### src/rtl/div_pkg.sv
// Shared types and helpers for the sequential radix-2 divider.
// Signed support in the divider is enabled by defining DIV_SIGNED_EN.
package div_pkg;

  typedef enum logic [1:0] {
    IDLE = 2'd0,
    CALC = 2'd1,
    DONE = 2'd2
  } div_state_e;

  localparam int DIV_WIDTH = 32;
  localparam int MAG_W     = 64;

  // Callers zero-extend to MAG_W and truncate back; the low bits of a
  // two's-complement negation do not depend on the upper bits.
  function automatic logic [MAG_W-1:0] cond_negate(input logic [MAG_W-1:0] value,
                                                   input logic             neg);
    return neg ? (~value + MAG_W'(1)) : value;
  endfunction

endpackage

### src/rtl/div_step.sv
// One combinational restoring-division step: shift in a dividend bit,
// trial-subtract the divisor, keep the difference when it does not borrow.
module div_step
  import div_pkg::*;
#(
  parameter int WIDTH = DIV_WIDTH
) (
  input  logic [WIDTH-1:0] rem_in,
  input  logic             dvd_bit,
  input  logic [WIDTH-1:0] divisor,
  output logic [WIDTH-1:0] rem_out,
  output logic             q_bit
);

  logic [WIDTH:0] acc;
  logic [WIDTH:0] diff;

  assign acc  = {rem_in, dvd_bit};
  assign diff = acc - {1'b0, divisor};

  // rem_in < divisor always holds, so acc < 2*divisor and the top bit of
  // the (WIDTH+1)-bit difference is exactly the borrow of the compare.
  assign q_bit   = ~diff[WIDTH];
  assign rem_out = q_bit ? diff[WIDTH-1:0] : acc[WIDTH-1:0];

endmodule

### src/rtl/seq_divider.sv
// Multi-cycle restoring integer divider, one quotient bit per cycle.
// Define DIV_SIGNED_EN to honour is_signed (magnitudes, sign fix-up, MIN/-1).
module seq_divider
  import div_pkg::*;
#(
  parameter int WIDTH = DIV_WIDTH
) (
  input  logic             clk,
  input  logic             rst_n,
  input  logic             flush,
  input  logic             in_valid,
  output logic             in_ready,
  input  logic [WIDTH-1:0] dividend,
  input  logic [WIDTH-1:0] divisor,
  input  logic             is_signed,
  output logic             out_valid,
  input  logic             out_ready,
  output logic [WIDTH-1:0] quotient,
  output logic [WIDTH-1:0] remainder,
  output logic             div_by_zero
);

  localparam int            CW   = $clog2(WIDTH);
  localparam logic [CW-1:0] LAST = CW'(WIDTH - 1);

  div_state_e       state_reg, state_next;
  logic             accept;
  logic [CW-1:0]    count_reg;
  logic [WIDTH-1:0] rem_reg, dvd_reg, dsr_reg;
  logic [WIDTH-1:0] quotient_reg, remainder_reg;
  logic             dbz_reg;
  logic [WIDTH-1:0] dvd_mag, dsr_mag, step_rem, q_raw, q_fix, r_fix;
  logic             step_q, zero_div, overflow, last_step;

  assign zero_div  = (divisor == '0);
  assign last_step = (count_reg == LAST);
  assign q_raw     = {dvd_reg[WIDTH-2:0], step_q};

`ifdef DIV_SIGNED_EN
  logic sign_a, sign_b, neg_q_reg, neg_r_reg;

  assign sign_a   = is_signed & dividend[WIDTH-1];
  assign sign_b   = is_signed & divisor[WIDTH-1];
  assign dvd_mag  = WIDTH'(cond_negate(MAG_W'(dividend), sign_a));
  assign dsr_mag  = WIDTH'(cond_negate(MAG_W'(divisor), sign_b));
  assign overflow = is_signed && (dividend == {1'b1, {(WIDTH-1){1'b0}}}) && (&divisor);
  assign q_fix    = WIDTH'(cond_negate(MAG_W'(q_raw), neg_q_reg));
  assign r_fix    = WIDTH'(cond_negate(MAG_W'(step_rem), neg_r_reg));

  always_ff @(posedge clk or negedge rst_n) begin
    if (!rst_n) begin
      neg_q_reg <= 1'b0;
      neg_r_reg <= 1'b0;
    end else if (accept) begin
      neg_q_reg <= sign_a ^ sign_b;
      neg_r_reg <= sign_a;
    end
  end
`else
  logic unused_is_signed;

  assign unused_is_signed = is_signed;
  assign dvd_mag  = dividend;
  assign dsr_mag  = divisor;
  assign overflow = 1'b0;
  assign q_fix    = q_raw;
  assign r_fix    = step_rem;
`endif

  div_step #(.WIDTH(WIDTH)) u_step (
    .rem_in  (rem_reg),
    .dvd_bit (dvd_reg[WIDTH-1]),
    .divisor (dsr_reg),
    .rem_out (step_rem),
    .q_bit   (step_q)
  );

  always_ff @(posedge clk or negedge rst_n) begin
    if (!rst_n) state_reg <= IDLE;
    else        state_reg <= state_next;
  end

  always_comb begin
    state_next = state_reg;
    in_ready   = 1'b0;
    out_valid  = 1'b0;
    accept     = 1'b0;
    case (state_reg)
      IDLE: begin
        in_ready = 1'b1;
        if (in_valid && !flush) begin
          accept     = 1'b1;
          state_next = (zero_div || overflow) ? DONE : CALC;
        end
      end
      CALC: if (last_step) state_next = DONE;
      DONE: begin
        out_valid = 1'b1;
        if (out_ready) state_next = IDLE;
      end
      default: state_next = IDLE;
    endcase
    if (flush) state_next = IDLE;
  end

  // The dividend register shifts left each step and fills with quotient bits.
  always_ff @(posedge clk or negedge rst_n) begin
    if (!rst_n) begin
      count_reg     <= '0;
      rem_reg       <= '0;
      dvd_reg       <= '0;
      dsr_reg       <= '0;
      quotient_reg  <= '0;
      remainder_reg <= '0;
      dbz_reg       <= 1'b0;
    end else if (accept) begin
      count_reg <= '0;
      rem_reg   <= '0;
      dvd_reg   <= dvd_mag;
      dsr_reg   <= dsr_mag;
      dbz_reg   <= zero_div;
      if (zero_div) begin
        quotient_reg  <= '1;
        remainder_reg <= dividend;
      end else if (overflow) begin
        quotient_reg  <= dividend;
        remainder_reg <= '0;
      end
    end else if (state_reg == CALC && !flush) begin
      count_reg <= count_reg + CW'(1);
      rem_reg   <= step_rem;
      dvd_reg   <= q_raw;
      if (last_step) begin
        quotient_reg  <= q_fix;
        remainder_reg <= r_fix;
      end
    end
  end

  assign quotient    = quotient_reg;
  assign remainder   = remainder_reg;
  assign div_by_zero = dbz_reg;

endmodule
### config.mk
export PLATFORM = sky130hd
export DESIGN_NAME = seq_divider
export DESIGN_NICKNAME = d
export VERILOG_FILES = /design/src/rtl/div_pkg.sv /design/src/rtl/div_step.sv /design/src/rtl/seq_divider.sv
export SDC_FILE = /design/constraint.sdc
export NUM_CORES = 1
export LEC_CHECK = 0
export BUFFER_PORTS_ARGS = -buffer_cell sky130_fd_sc_hd__buf_2
export CAP_MARGIN = 25
export CORE_ASPECT_RATIO = 2
export CORE_MARGIN = 3
export CORE_UTILIZATION = 58
export DETAILED_ROUTE_END_ITERATION = 12
export PLACE_DENSITY = 0.9
export SYNTH_ARGS = -nofsm -noshare
export SYNTH_HDL_FRONTEND = slang
export SYNTH_SLANG_ARGS = --single-unit
### constraint.sdc
create_clock -name clk -period 3.5 [get_ports clk]
set_clock_uncertainty 0.1 [all_clocks]
set_input_delay 0.175 -clock clk [delete_from_list [all_inputs] [get_ports clk]]
set_output_delay 0.175 -clock clk [all_outputs]
set_load 0.03 [all_outputs]
==> flow_metrics.tcl <==
set metrics [dict create \
    setup_slack_ns 0.0527 \
    power.total_uw 9400 \
    outcome "finished, final reports clean" \
    r2r_cells 13 \
    path_class "register to register" \
    globalRoute.totalOverflow 0 \
    route.detailed.drc 0 \
    synth_area_per_cell_um2 8.73 \
    synth.distinct_cells 70 \
    crit_path_max_incr_delay_ns 0.48 \
    core-area_mm2 0.0160 \
    start_util_pct 59.8 \
    drt-vias-per-instance 6.45 \
    worst_pin_slew_ns 0.893 \
    area_growth_pct 23.4 \
    irDropWorstVdd_mv 0.467 \
    fmax_ghz 0.290 \
    path_cells "inv_1, ha_1, inv_1, fa_2, a211oi_2, buf_4, o21ai_0, nand2_1, a211oi_1, o31ai_1, a21oi_1, mux2i_1, a21oi_1" \
    syn_inst 1098 \
    cts_max_path_buffers 2 \
    critPathMaxFanout 3 \
    grt_use_total_pct 32.5 \
    wl_mm 30.7 \
    dpl.cell_count 1398 \
    drive_gt1_share_pct 18.9 \
    grt_pass1_wl_mm 48.1 \
    worstSkewPairLatency_ns 0.44 \
    syn-num-nets 1203 \
    port_buffers 135 \
    final_util_pct 73.8 \
    finalInstanceArea_mm2 0.0118 \
    hold_path.startpoint "in_valid" \
    die-area_mm2 0.0182 \
    final_cell_mix "nand2_1, dfrtp_1, buf_2, o21ai_0, a21oi_1" \
    crit_arrival_ns 3.64 \
    dr.first_iter.drc_count 880 \
    firstDrtPassIters 6 \
    yosysWarnings 0 \
    dp_hpwl_mm 19.8 \
    synthFlopType "dfrtp_1" \
    synth-edff-count 0 \
    cellLeakagePower_uw 0.00584 \
    ant_nets 0 \
    synthArstFlopShare_pct 100 \
    rr_startpoint "dvd_reg[31]" \
    max-cap-violations 0 \
    placementRows 65 \
    yosysSeqAreaShare_pct 43.9 \
    slowest_stage "o31ai_1" \
    fp.dieW_um 96.9 \
    worst-endpoint-required_ns 3.69 \
    place_ws_ns 0.145 \
    cts_buffers 17 \
    fin_crit_sh_pct 98.5 \
    hold_depth 4 \
    gp_congestion 0.926 \
    min_to "state_reg[0]" \
    dpl_cell_area_mm2 0.0105 \
    fin_crit_ns 3.45 \
    syn-cell-area_mm2 0.00958 \
    ys_ff_latch 168 \
    hold_viol 0 \
    clock_sinks 168 \
    slew_headroom_pct 40.5 \
    crit_path_start_kind "register" \
    vias 9713 \
    cts_tree "built" \
    grt_pass1_vias 9719 \
    routedWlPerCell_um 20.4 \
    power.density_mw_per_mm2 795 \
    die_h_um 188 \
    stdcell_count 1505 \
    hp-class "input port to register" \
    end_kind "register" \
    setup_violations 0 \
    nets 1397 \
    slew_violations 0 \
    clk_pin_slew_ns 0.06 \
    grt_max_degree 87 \
    antennaDiodeCount 0 \
    reg2reg_setup_slack_ns 0.05 \
    io_pins 137 \
    antenna_found_initial 0 \
    layout_commonest_cell "nand2_1" \
    cts_max_level 4 \
    r2r-end "rem_reg[28]" \
    cts_root_buf "clkbuf_16" \
]
[cell families (layout without fill, tap and decap cells)]
group	after synthesis	in the layout	share of synthesized area [%]
AOI/OAI and AO/OA	325	325	21.2
xor gates and xnor gates	30	31	3.13
adders and majority gates	35	35	4.65
buffers and inverters	109	314	5.13
DFF	168	168	43.9
muxes	25	25	2.64
and+or+nand+nor	406	406	19.3
[power by group]
group / total, uW / internal [uW] / switching (uW)
clock: 1900 / 1070 / 823
combinational: 4940 / 2020 / 2920
sequential: 2570 / 2230 / 342
[synth_stat cells, types with 6 or more instances]
library cell	n	area share [%]
a21o_1	10	0.78
a21oi_1	80	4.2
a22oi_1	28	2.2
a31oi_1	10	0.65
and3_1	10	0.65
buf_2	8	0.42
clkbuf_1	50	2.0
dfrtp_1	168	44
ha_1	34	4.4
inv_1	39	1.5
mux2i_1	23	2.4
nand2_1	229	9.0
nand3_1	39	2.0
nand4_1	12	0.78
nor2_1	41	1.6
nor3_1	29	1.5
nor3_2	6	0.63
nor4_1	9	0.59
o211ai_1	6	0.47
o21a_1	8	0.63
o21ai_0	121	6.3
o31ai_1	13	1.0
o31ai_2	7	0.91
or3_1	11	0.72
xnor2_1	14	1.3
xor2_1	14	1.3
[metrics by stage]
stage          TNS (ns)  hold WS, ns
2_1_floorplan         0       -0.221
3_3_place_gp          0        0.178
3_5_place_dp          0        0.180
4_1_cts               0       0.0273
5_1_grt          -0.309       0.0894
6_report              0       0.0712
[layer usage]
layer,routed length (um),vias to the layer above,global-route usage [%]
met5,0,-,0
met4,2000,0,18.1
met3,2210,182,4.69
met2,16000,661,60.2
met1,10500,4590,34.8
li1,-,4280,-
[timing repair]
item,CTS,global route
hold buffers,67,0
setup buffers,0,7
resized for setup,0,5
setup endpoints to repair,0,37
endpoints found under the hold margin,151,0
[final cells by class]
class,count,area (um^2)
multi-input combinational,822,4930
clock inverter,13,144
fill,1089,4200
clock buffer,18,439
inverter,39,146
tap,201,251
timing repair buffer,244,1710
sequential,168,4200
[worst max-delay path by stage]
stage                     cells after the start  slack [ns]            end        start
after floorplan                              14        0.52    rem_reg[11]  dvd_reg[31]
after global placement                       10        0.24    rem_reg[28]  rem_reg[29]
after detailed placement                     14        0.14   remainder[5]  dvd_reg[31]
after CTS                                    14        0.05   remainder[6]  dvd_reg[31]
after global routing                         11       -0.14  remainder[31]   rem_reg[7]
final                                        13        0.05    rem_reg[28]  dvd_reg[31]
[critical path: cells and delay by family (launching register included)]
kind	cells	cell delay, ns
buffers and inverters	3	0.34
and+or+nand+nor	1	0.20
AOI/OAI and AO/OA	6	1.44
muxes	1	0.24
DFF	1	0.41
adders and majority gates	2	0.57
Power figures use the tool's default switching activity.
